$ cat config.mk
export PLATFORM = sky130hd
export DESIGN_NAME = paint_scan_streamer
export DESIGN_NICKNAME = d
export VERILOG_FILES = /design/src/rtl/paint_scan_streamer_pkg.sv /design/src/rtl/paint_scan_streamer_pix_fifo.sv /design/src/rtl/paint_scan_streamer.sv
export SDC_FILE = /design/constraint.sdc
export NUM_CORES = 1
export LEC_CHECK = 0
export ABC_AREA = 1
export BUFFER_PORTS_ARGS = -buffer_cell sky130_fd_sc_hd__clkbuf_2
export CELL_PAD_IN_SITES_DETAIL_PLACEMENT = 0
export CELL_PAD_IN_SITES_GLOBAL_PLACEMENT = 1
export CORE_ASPECT_RATIO = 0.7
export CORE_UTILIZATION = 33
export DETAILED_ROUTE_END_ITERATION = 8
export PLACE_DENSITY = 0.68
export SYNTH_ARGS = -nofsm -noshare
export SYNTH_HDL_FRONTEND = slang
export SYNTH_SLANG_ARGS = --single-unit
$ cat constraint.sdc
create_clock -name clk -period 3.7 [get_ports clk]
set_input_delay 0.74 -clock clk [delete_from_list [all_inputs] [get_ports clk]]
set_output_delay 0.74 -clock clk [all_outputs]
set_load 0.02 [all_outputs]
$ cat src/rtl/paint_scan_streamer_pkg.sv
// Shared definitions for the paint scan streamer: LCD geometry, paint latency,
// the RGB565 width, scan FSM states and the tag/FIFO payload layouts.
package paint_scan_streamer_pkg;

    localparam int unsigned LCD_X_SIZE     = 800;
    localparam int unsigned LCD_Y_SIZE     = 480;
    localparam int unsigned PAINT_LATENCY  = 5;
    localparam int unsigned PIX_FIFO_DEPTH = 16;
    localparam int unsigned RGB565_W       = 16;
    localparam int unsigned COORD_W        = 16;

    typedef enum logic [1:0] {
        ST_IDLE  = 2'd0,
        ST_SCAN  = 2'd1,
        ST_DRAIN = 2'd2
    } scan_state_e;

    typedef struct packed {
        logic valid;
        logic sof;
        logic eol;
    } pix_tag_t;

    typedef struct packed {
        logic                sof;
        logic                eol;
        logic [RGB565_W-1:0] color;
    } pix_entry_t;

endpackage

$ cat src/rtl/paint_scan_streamer_pix_fifo.sv
// Synchronous show-ahead FIFO with occupancy count; read data is zero while empty.
module paint_scan_streamer_pix_fifo #(
    parameter int unsigned WIDTH = 18,
    parameter int unsigned DEPTH = 16
) (
    input  logic                     clk,
    input  logic                     rstn,
    input  logic                     wr_i,
    input  logic [WIDTH-1:0]         wdata_i,
    input  logic                     rd_i,
    output logic [WIDTH-1:0]         rdata_o,
    output logic                     empty_o,
    output logic [$clog2(DEPTH):0]   count_o
);

    localparam int unsigned AW = $clog2(DEPTH);
    localparam int unsigned CW = AW + 1;

    logic [WIDTH-1:0] mem_q [DEPTH];
    logic [AW-1:0]    wr_ptr_q;
    logic [AW-1:0]    rd_ptr_q;
    logic [CW-1:0]    count_q;
    logic             full;
    logic             wr_en;
    logic             rd_en;

    always_comb begin
        empty_o = (count_q == '0);
        full    = (count_q == CW'(DEPTH));
        rd_en   = rd_i && !empty_o;
        // A write into a full FIFO is accepted only alongside a read.
        wr_en   = wr_i && (!full || rd_en);
        rdata_o = empty_o ? '0 : mem_q[rd_ptr_q];
        count_o = count_q;
    end

    always_ff @(posedge clk) begin
        if (!rstn) begin
            wr_ptr_q <= '0;
            rd_ptr_q <= '0;
            count_q  <= '0;
        end else begin
            if (wr_en) wr_ptr_q <= wr_ptr_q + AW'(1);
            if (rd_en) rd_ptr_q <= rd_ptr_q + AW'(1);
            count_q <= count_q + CW'(wr_en) - CW'(rd_en);
        end
    end

    always_ff @(posedge clk) begin
        if (wr_en) mem_q[wr_ptr_q] <= wdata_i;
    end

    overflow_chk: assert property (@(posedge clk) disable iff (!rstn) !(wr_i && full && !rd_i))
        else $error("pix_fifo write while full without read");

endmodule

$ cat src/rtl/paint_scan_streamer.sv
// Issues raster coordinates to the fixed-latency paint pipelines under credit control
// and streams the returned colours as a ready/valid RGB565 pixel stream.
module paint_scan_streamer
    import paint_scan_streamer_pkg::*;
#(
    parameter int unsigned X_SIZE     = LCD_X_SIZE,
    parameter int unsigned Y_SIZE     = LCD_Y_SIZE,
    parameter int unsigned LATENCY    = PAINT_LATENCY,
    parameter int unsigned FIFO_DEPTH = PIX_FIFO_DEPTH
) (
    input  logic        clk,
    input  logic        rstn,
    input  logic        frame_start,
    output logic        busy,
    output logic        frame_done,
    output logic [15:0] paint_x,
    output logic [15:0] paint_y,
    input  logic [15:0] paint_color,
    output logic [15:0] pix_data,
    output logic        pix_valid,
    input  logic        pix_ready,
    output logic        pix_sof,
    output logic        pix_eol
);

    localparam int unsigned CW    = COORD_W - 1;
    localparam int unsigned TAG_N = LATENCY + 1;
    localparam int unsigned IF_W  = $clog2(LATENCY + 2);
    localparam int unsigned CNT_W = $clog2(FIFO_DEPTH) + 1;
    localparam int unsigned SUM_W = CNT_W + 1;
    localparam logic [CW-1:0] X_LAST = CW'(X_SIZE - 1);
    localparam logic [CW-1:0] Y_LAST = CW'(Y_SIZE - 1);

    scan_state_e       state_q;
    logic              busy_q;
    logic [CW-1:0]     x_q;
    logic [CW-1:0]     y_q;
    logic [15:0]       paint_x_q;
    logic [15:0]       paint_y_q;
    logic [IF_W-1:0]   inflight_q;
    logic [IF_W-1:0]   inflight_d;
    pix_tag_t          tag_q [TAG_N];

    logic              issue;
    logic              last_coord;
    logic              fifo_wr;
    logic              fifo_rd;
    logic              fifo_empty;
    logic [CNT_W-1:0]  fifo_count;
    logic [SUM_W-1:0]  credit_sum;
    pix_entry_t        wr_entry;
    pix_entry_t        rd_entry;

    // Tag stage LATENCY lines up with the colour for the coordinate issued LATENCY cycles ago.
    always_comb begin
        fifo_wr        = tag_q[LATENCY].valid;
        fifo_rd        = !fifo_empty && pix_ready;
        wr_entry.sof   = tag_q[LATENCY].sof;
        wr_entry.eol   = tag_q[LATENCY].eol;
        wr_entry.color = paint_color;
        credit_sum     = SUM_W'(fifo_count) + SUM_W'(inflight_q);
        issue          = (state_q == ST_SCAN) && (credit_sum < SUM_W'(FIFO_DEPTH));
        last_coord     = (x_q == X_LAST) && (y_q == Y_LAST);
        inflight_d     = inflight_q + IF_W'(issue) - IF_W'(fifo_wr);
        frame_done     = (state_q == ST_DRAIN) && (inflight_q == '0)
                         && (fifo_count == CNT_W'(1)) && fifo_rd;
    end

    always_ff @(posedge clk) begin
        if (!rstn) begin
            state_q    <= ST_IDLE;
            busy_q     <= 1'b0;
            x_q        <= '0;
            y_q        <= '0;
            paint_x_q  <= '0;
            paint_y_q  <= '0;
            inflight_q <= '0;
            for (int i = 0; i < TAG_N; i++) tag_q[i] <= '0;
        end else begin
            inflight_q <= inflight_d;
            tag_q[0]   <= '0;
            for (int i = 1; i < TAG_N; i++) tag_q[i] <= tag_q[i-1];

            if (issue) begin
                tag_q[0]  <= '{valid: 1'b1, sof: (x_q == '0) && (y_q == '0), eol: (x_q == X_LAST)};
                paint_x_q <= {1'b0, x_q};
                paint_y_q <= {1'b0, y_q};
                if (x_q == X_LAST) begin
                    x_q <= '0;
                    y_q <= (y_q == Y_LAST) ? '0 : y_q + CW'(1);
                end else begin
                    x_q <= x_q + CW'(1);
                end
            end

            case (state_q)
                ST_IDLE: begin
                    if (frame_start) begin
                        state_q <= ST_SCAN;
                        busy_q  <= 1'b1;
                        x_q     <= '0;
                        y_q     <= '0;
                    end
                end
                ST_SCAN: begin
                    if (issue && last_coord) state_q <= ST_DRAIN;
                end
                ST_DRAIN: begin
                    if (frame_done) begin
                        state_q <= ST_IDLE;
                        busy_q  <= 1'b0;
                    end
                end
                default: state_q <= ST_IDLE;
            endcase
        end
    end

    paint_scan_streamer_pix_fifo #(
        .WIDTH ($bits(pix_entry_t)),
        .DEPTH (FIFO_DEPTH)
    ) u_pix_fifo (
        .clk     (clk),
        .rstn    (rstn),
        .wr_i    (fifo_wr),
        .wdata_i (wr_entry),
        .rd_i    (fifo_rd),
        .rdata_o (rd_entry),
        .empty_o (fifo_empty),
        .count_o (fifo_count)
    );

    assign busy      = busy_q;
    assign paint_x   = paint_x_q;
    assign paint_y   = paint_y_q;
    assign pix_valid = !fifo_empty;
    assign pix_data  = rd_entry.color;
    assign pix_sof   = rd_entry.sof;
    assign pix_eol   = rd_entry.eol;

endmodule

==> metrics, run 1 <==
CTS sink count 389; largest family of logic cells by synthesized area simple AND/OR/NAND/NOR gates; WP data required 2.96 ns; unrepaired setup endpoints after global routing false; Peak VDD IR 280 µV; Setup crit end kind output pin; cts hold-fix bufs 0; Yosys cell types 34; H-tree depth 2; Max Fclk 301 MHz; fin cells 2,183; Netlist Area Pre-Place 15,900 µm²; CTS max path bufs 3; I/O pin total 73; clk root buf clkbuf_16; P per Cell Area 598 nW/µm²; initial antenna violation count 0; clock-pin transition on the worst setup and hold timing paths 0.06 ns; fin nets 1,583; crit path launch type register; Fin. Hold Viols 0; fin. max-slew vios 0; register area share after synthesis 67.2%; critical path's slowest cell buf_4; Routed WL 41.8 mm; Post-CTS Resized 0; Max Cap Violations 0; Starting DRT DRC Count 1,135; post-route ant nets 0; placed wire-length estimate 24.8 mm; die area 49,100 µm²; top cells by area, synth edfxtp_1 (55%), dfxtp_1 (12%), nor2_1 (5.9%); PortBufs 70; Post-Place Setup Slack 0.923 ns; most frequent cells after synthesis edfxtp_1 (291), nor2_1 (251), o21ai_0 (187), nand2_1 (165), dfxtp_1 (98); Die Span Y 186 µm; Crit Path Max Fanout 62; vias in the first global route 10,600; Async SR Flop Fraction 0%; wire length per cell 19.1 µm; Area after DPL 17,100 µm²; max incr delay on CP 0.52 ns; Layout Skew 0.0313 ns; RR Startpoint u_pix_fifo.count_o[3]$_SDFF_PN0_; first-pass detailed-route iteration total 5; EDFF count, synth 291; Setup violations, final 0; WS Path Type register to output pin; Final Worst Setup Slack 0.381 ns; predominant post-synthesis flop cell edfxtp_1; CP delay by family, top compound AO/OA/AOI/OAI gates; routed vias 11,300; TNS Setup 0 ns; XOR/XNOR share of the synthesized area 0.220%; leakage 0.00639 µW; compound-cell area share of the yosys netlist 12.5%; Rel. slew slack 51.6%; placed cell count 2,111; final period utilization 89.7%; Area Growth Syn to Fin 14.9%; CTS tree built; Simple-Gate Fraction of Synth Area 13.6%; total track usage 17.1%; CTS Buf Count 40; min Tclk post-route 3.32 ns; Yosys reg bits 389; type of the worst min-delay path register to register; Worst-Margin Slew 0.725 ns; Yosys top cell area share 54.9%; gr ovfl total 0; syn_area_per_cell 10.8 µm²; Routability Congestion 0.822; Core Area 47,000 µm²; Clk Latency, worst-skew pair 0.55 ns; Cells after Synth 1,469; FP Rows 66; first-pass GRT wire length 64.3 mm; final hold slack 0.412 ns; Yosys warning total 0; outcome completed; adder-cell share of the synthesized area 1.82%; leading area contributor after synthesis edfxtp_1; largest net degree at the start of global routing 81; most frequent cell on the critical path nor2_1; post-CTS setup repair buffer count 0; Die X 265 µm; share of cells above drive strength 1 12.3%; Initial Util 33.9%; most common cell in the synthesized netlist edfxtp_1; multiplexer share of the synthesized area 0%; via-per-instance ratio 5.15; post-route cell area 18,300 µm²; ANT cells 0; arrival time of the worst setup path 2.58 ns; WP buf/inv 2; hold path startpoint tag_q[0][14]$_DFF_P_; Critical Path, Cell by Cell buf_4 > o21ai_0 > o22ai_1 > nor2_1 > nor2_1 > o21ai_1 > a21oi_1 > clkbuf_2; Residual DRC 0
[cell usage in the layout, fill, tap and decap left out, drive strengths merged, types with 4 or more instances in the layout]
cell    count
nand3      77
xor2        4
o21ai     193
clkinv     19
inv        94
nor3       10
buf        35
edfxtp    291
conb        5
nor2      255
nand2     165
dfxtp      98
clkbuf    124
o221ai     54
o22ai      19
ha         20
nand4      12
a21oi      83
[sequential cells by signal, indices dropped and copies added, names as in the netlist, named ones only]
name	count
inflight_q	3
x_q	15
paint_y	15
u_pix_fifo.count_o	5
u_pix_fifo.mem_q	288
tag_q	18
state_q	2
y_q	15
busy	1
paint_x	15
u_pix_fifo.wr_ptr_q	4
u_pix_fifo.rd_ptr_q	4
[final timing paths]
check	to	slack [ns]	cells after the start
worst min register to register	tag_q[0][17]$_SDFF_PN0_	0.41	2
worst max register to register	u_pix_fifo.count_o[4]$_SDFF_PN0_	1.05	16
worst min-delay path	tag_q[0][17]$_SDFF_PN0_	0.41	2
worst max-delay path	pix_data[12]	0.38	8
[power breakdown]
| group | internal (µW) | switching (µW) | leakage (µW) |
|---|---|---|---|
| clock network | 2110 | 1690 | 0.000585 |
| registers | 4770 | 77.1 | 0.00343 |
| logic | 686 | 1600 | 0.00238 |
[area by class of cell]
type / count / area [µm²]
flip-flops and latches: 389 / 10700
repair buffers: 105 / 713
clock inverters: 18 / 126
clock buffers: 54 / 1070
fillers: 4538 / 28700
multi-input cells: 907 / 4540
inverters: 98 / 370
well taps: 612 / 766
[routing by layer]
layer  routed length [µm]  track usage, %  share of wire (%)  up-vias
met5                    0               0                  0        -
met4                  812            4.63                1.9        0
met3                 2650            2.57                6.3       56
met2                17500            24.5                 42      333
met1                20800            26.3                 50     5524
li1                     -               -                  -     5339
[worst register-to-register path, cell delays in order, from the launching register on]
cell	delay [ns]
dfxtp_1	0.38
inv_1	0.08
ha_1	0.21
nand2_1	0.07
nor2_1	0.05
nand2_1	0.10
nand2_1	0.09
inv_1	0.14
ha_1	0.26
inv_1	0.06
ha_1	0.16
inv_1	0.06
fa_1	0.40
nor3_1	0.19
a211oi_1	0.08
o21ai_0	0.15
a21oi_1	0.05
[kinds of logic after synthesis]
kind of cell               after synthesis
other                                    2
adders and majority gates               22
DFF                                    389
xor gates and xnor gates                 4
buffers and inverters                  176
and+or+nand+nor                        524
AOI/OAI and AO/OA                      352
[per-stage QoR]
stage	utilization, %	total power [µW]
detailed placement	36.4	7240
finish	38.9	10900
CTS	38.9	11100
floorplan	-	6450
global placement	36.4	7230
global route	38.9	11500
Note: power is estimated with default switching activity, not from simulation.
==> run 2: changes to the inputs <==
Settings changed: MAX_ROUTING_LAYER set to met4.
==> metrics, run 2 (synthesized netlist as in run 1, its figures left out) <==
placed wire-length estimate 24.8 mm; Max Cap Violations 0; CP delay by family, top buffers and inverters; Initial Util 33.9%; type of the worst min-delay path register to register; Peak VDD IR 282 µV; post-route cell area 18,300 µm²; Starting DRT DRC Count 1,173; CTS Buf Count 40; Critical Path, Cell by Cell inv_4 > buf_12 > o21ai_0 > o221ai_1 > nand3_1 > a21oi_1 > clkbuf_2; clk root buf clkbuf_16; share of cells above drive strength 1 12.3%; crit path launch type register; total track usage 17.6%; Area Growth Syn to Fin 14.9%; Setup violations, final 0; Rel. slew slack 51.7%; Core Area 47,000 µm²; post-route ant nets 0; Max Fclk 300 MHz; Fin. Hold Viols 0; Crit Path Max Fanout 47; CTS tree built; gr ovfl total 0; min Tclk post-route 3.33 ns; Clk Latency, worst-skew pair 0.55 ns; Setup crit end kind output pin; max incr delay on CP 0.37 ns; PortBufs 70; WS Path Type register to output pin; fin. max-slew vios 0; CTS max path bufs 3; via-per-instance ratio 5.16; FP Rows 66; Post-Place Setup Slack 0.923 ns; cts hold-fix bufs 0; post-CTS setup repair buffer count 0; fillcell total 4,538; first-pass detailed-route iteration total 5; H-tree depth 2; Die X 265 µm; leakage 0.00639 µW; most frequent cells in the layout edfxtp_1 (291), nor2_1 (235), o21ai_0 (187); Top Registers u_pix_fifo.mem_q (288), tag_q (18); Post-CTS Resized 0; WP buf/inv 3; outcome completed; arrival time of the worst setup path 2.59 ns; unrepaired setup endpoints after global routing false; critical path's slowest cell dfxtp_4; I/O pin total 73; ANT cells 0; largest net degree at the start of global routing 81; Layout Skew 0.0313 ns; Final Worst Setup Slack 0.369 ns; initial antenna violation count 0; wire length per cell 19.2 µm; die area 49,100 µm²; Area after DPL 17,100 µm²; routed vias 11,300; clock-pin transition on the worst setup and hold timing paths 0.06 ns; placed cell count 2,111; fin cells 2,183; P per Cell Area 598 nW/µm²; Routability Congestion 0.834; Worst-Margin Slew 0.724 ns; TNS Setup 0 ns; Routed WL 41.8 mm; Residual DRC 0; fin nets 1,583; commonest non-fill, non-tap cell in the layout edfxtp_1; final hold slack 0.412 ns; CTS sink count 389; vias in the first global route 10,600; first-pass GRT wire length 64.3 mm; Top reg by flops u_pix_fifo.mem_q; final period utilization 90.0%; number of flip-flops in the largest register 288; Die Span Y 186 µm; WP data required 2.96 ns
## run 2: cell counts in the layout (fill, tap and decap cells not counted)
Identical to the previous run, type by type.
## run 2: where the power goes
group	switching, µW	internal [µW]
Clock	1690	2110
Combinational	1600	686
Sequential	76.9	4770
## run 2: metal layers
layer / vias to the layer above / global-route usage (%) / part of all wire (%)
met2: 345 / 24.5 / 42
met4: 0 / 4.63 / 1.9
met1: 5531 / 26.4 / 50
li1: 5335 / - / -
met3: 55 / 2.50 / 6.1
met5: - / - / 0
## run 2: final timing paths
| check | from | endpoint | slack [ns] | cells after the start |
|---|---|---|---|---|
| worst max-delay path | register | pix_data[8] | 0.37 | 7 |
| worst min register to register | tag_q[0][14]$_DFF_P_ | tag_q[0][17]$_SDFF_PN0_ | 0.41 | 2 |
| worst min-delay path | tag_q[0][14]$_DFF_P_ | tag_q[0][17]$_SDFF_PN0_ | 0.41 | 2 |
| worst max register to register | u_pix_fifo.count_o[3]$_SDFF_PN0_ | u_pix_fifo.count_o[4]$_SDFF_PN0_ | 1.06 | 16 |
## run 2: layout make-up
type / count / area, µm² / share of cell area, %
well taps: 612 / 766 / 4.18
repair buffers: 105 / 713 / 3.90
clock buffers: 54 / 1070 / 5.87
clock inverters: 18 / 126 / 0.691
multi-input cells: 907 / 4540 / 24.8
inverters: 98 / 370 / 2.02
flip-flops and latches: 389 / 10700 / 58.5
## run 2: worst reg2reg max path: cells and delay by family (launching register included)
kind,cells,cell delay (ns)
buf+inv,4,0.34
fa+ha+maj,4,1.02
compound gates,3,0.28
simple gates,5,0.49
flops,1,0.38
## run 2: through the flow
stage	total power (µW)	util [%]
detailed placement	7240	36.4
floorplan	6450	-
finish	10900	38.9
CTS	11100	38.9
global route	11500	38.9
global placement	7230	36.4
==> run 3: changes to the inputs <==
Settings changed: ABC_AREA 1 to unset, BUFFER_PORTS_ARGS -buffer_cell sky130_fd_sc_hd__clkbuf_2 to unset, CORE_ASPECT_RATIO 0.7 to 1.2, DONT_BUFFER_PORTS set to 1, PLACE_DENSITY 0.68 to 0.64.
==> metrics, run 3 <==
WP data required 2.96 ns; Overall Power 10,700 µW; Cells after Synth 939; CTS Buf Count 43; reg2reg path depth 11; CTS sink count 389; commonest non-fill, non-tap cell in the layout edfxtp_1; most frequent cells in the layout edfxtp_1 (291), dfxtp_1 (96), mux4_2 (90); Starting DRT DRC Count 456; first-pass detailed-route iteration total 5; RR Startpoint u_pix_fifo.count_o[1]$_SDFF_PN0_; post-CTS setup repair buffer count 0; predominant post-synthesis flop cell edfxtp_1; Yosys reg bits 389; FP Rows 86; ANT cells 0; P per Cell Area 609 nW/µm²; Residual DRC 0; Initial Util 33.4%; wire length per cell 20.3 µm; H-tree depth 2; hold path startpoint paint_color[13]; Die Span Y 238 µm; most frequent cells after synthesis edfxtp_1 (291), dfxtp_1 (98), mux4_2 (90), nand2_1 (81), a21oi_1 (65); first-pass GRT wire length 51.0 mm; outcome completed; Area Growth Syn to Fin 15.3%; fin cells 1,619; CTS max path bufs 3; Max Fclk 289 MHz; total track usage 14.8%; Core Area 45,800 µm²; Netlist Area Pre-Place 15,300 µm²; Routed WL 32.9 mm; fillcell total 4,303; Top reg by flops u_pix_fifo.mem_q; Max Cap Violations 0; fin nets 1,014; Rel. slew slack 46.1%; Yosys warning total 0; I/O pin total 73; WS Path Type register to output pin; leakage 0.00551 µW; PortBufs 0; number of flip-flops in the largest register 288; die area 47,300 µm²; type of the worst min-delay path primary input to register; Post-Place Setup Slack 0.770 ns; worst hold stages 0; routed vias 7,985; largest net degree at the start of global routing 51; syn_area_per_cell 16.3 µm²; placed wire-length estimate 19.2 mm; fin. max-slew vios 0; via-per-instance ratio 4.93; post-route ant nets 0; CTS tree built; clock-pin transition on the worst setup and hold timing paths 0.06 ns; Top Registers u_pix_fifo.mem_q (288), tag_q (18); unrepaired setup endpoints after global routing false; Post-CTS Resized 0; register area share after synthesis 69.9%; EDFF count, synth 291; Setup crit end kind output pin; Peak VDD IR 325 µV; share of cells above drive strength 1 20.6%; crit path launch type register; Async SR Flop Fraction 0%; most common cell in the synthesized netlist edfxtp_1; Final Core Density 38.5%; gr ovfl total 0; top cells by area, synth edfxtp_1 (57%), mux4_2 (13%), dfxtp_1 (13%); Yosys top cell area share 57.1%; arrival time of the worst setup path 2.72 ns; Setup violations, final 0; Worst-Margin Slew 0.798 ns; min Tclk post-route 3.46 ns; Clk Latency, worst-skew pair 0.57 ns; vias in the first global route 8,378; cts hold-fix bufs 0; Die X 199 µm; leading area contributor after synthesis edfxtp_1; final period utilization 93.6%; placed cell count 1,543; Fin. Hold Viols 0; clk root buf clkbuf_16; Final Worst Setup Slack 0.236 ns; TNS Setup 0 ns; initial antenna violation count 0; Layout Skew 0.0184 ns; Routability Congestion 0.751; Yosys cell types 50; Crit Path Max Fanout 35
## run 3: cell count changes in the layout (fill, tap and decap cells not counted), moves of 19 or more
cell,before,now
nor2_1,235,24
o221ai_1,54,0
nand2_1,165,81
o21ai_0,187,21
inv_1,86,22
and2_1,0,42
mux4_2,0,90
o22ai_1,19,0
clkbuf_2,71,0
nand3_1,74,13
## run 3: worst max-delay path, stage by stage (launching register included)
cell and delay [ns]:
dfxtp_4 0.52, buf_12 0.34, mux4_2 0.55, mux4_2 0.50
and2_1 0.25
## run 3: power by group
part           internal (µW)  total (µW)  switching (µW)
registers               4750        4860             117
clock network           2410        4130            1710
logic                    851        1760             911
total                   8010       10700            2740
## run 3: per-layer routing
layer	vias up	track usage (%)	part of all wire (%)
met2	185	25.4	52
met3	39	2.71	5.5
met4	0	4.55	1.9
met1	4071	17.7	40
li1	3690	-	-
met5	-	-	0
## run 3: final cells by class
cell class / instances / area (µm²) / area share (%)
Multi-Input combinational cell: 481 / 4380 / 24.8
Sequential cell: 389 / 10700 / 60.7
Clock inverter: 19 / 201 / 1.14
Inverter: 23 / 86.3 / 0.489
Clock buffer: 57 / 1160 / 6.55
Tap cell: 616 / 771 / 4.37
Timing Repair Buffer: 34 / 343 / 1.94
## run 3: worst paths after layout
check	slack (ns)	endpoint
worst max-delay path	0.24	pix_data[15]
worst min-delay path	0.26	u_pix_fifo.mem_q[8][13]$_DFFE_PP_
worst max register to register	0.83	inflight_q[2]$_SDFF_PN0_
worst min register to register	0.43	tag_q[0][8]$_DFF_P_
## run 3: cell families (layout without fill, tap and decap cells)
family | Yosys count | count (layout) | share of synthesized area [%]
compound gates | 105 | 105 | 3.90
buf+inv | 72 | 133 | 1.90
flops | 389 | 389 | 69.9
other cells | 2 | 5 | 0.0491
fa+ha+maj | 22 | 22 | 1.90
mux | 91 | 91 | 13.3
xor+xnor | 10 | 10 | 0.572
simple gates | 248 | 248 | 8.47
## run 3: through the flow
step | instance area (µm²) | hold WS, ns
after floorplan | 15300 | 0.412
after global placement | 16300 | 0.414
after detailed placement | 16300 | 0.419
after CTS | 17600 | 0.230
after global routing | 17600 | 0.236
final | 17600 | 0.263
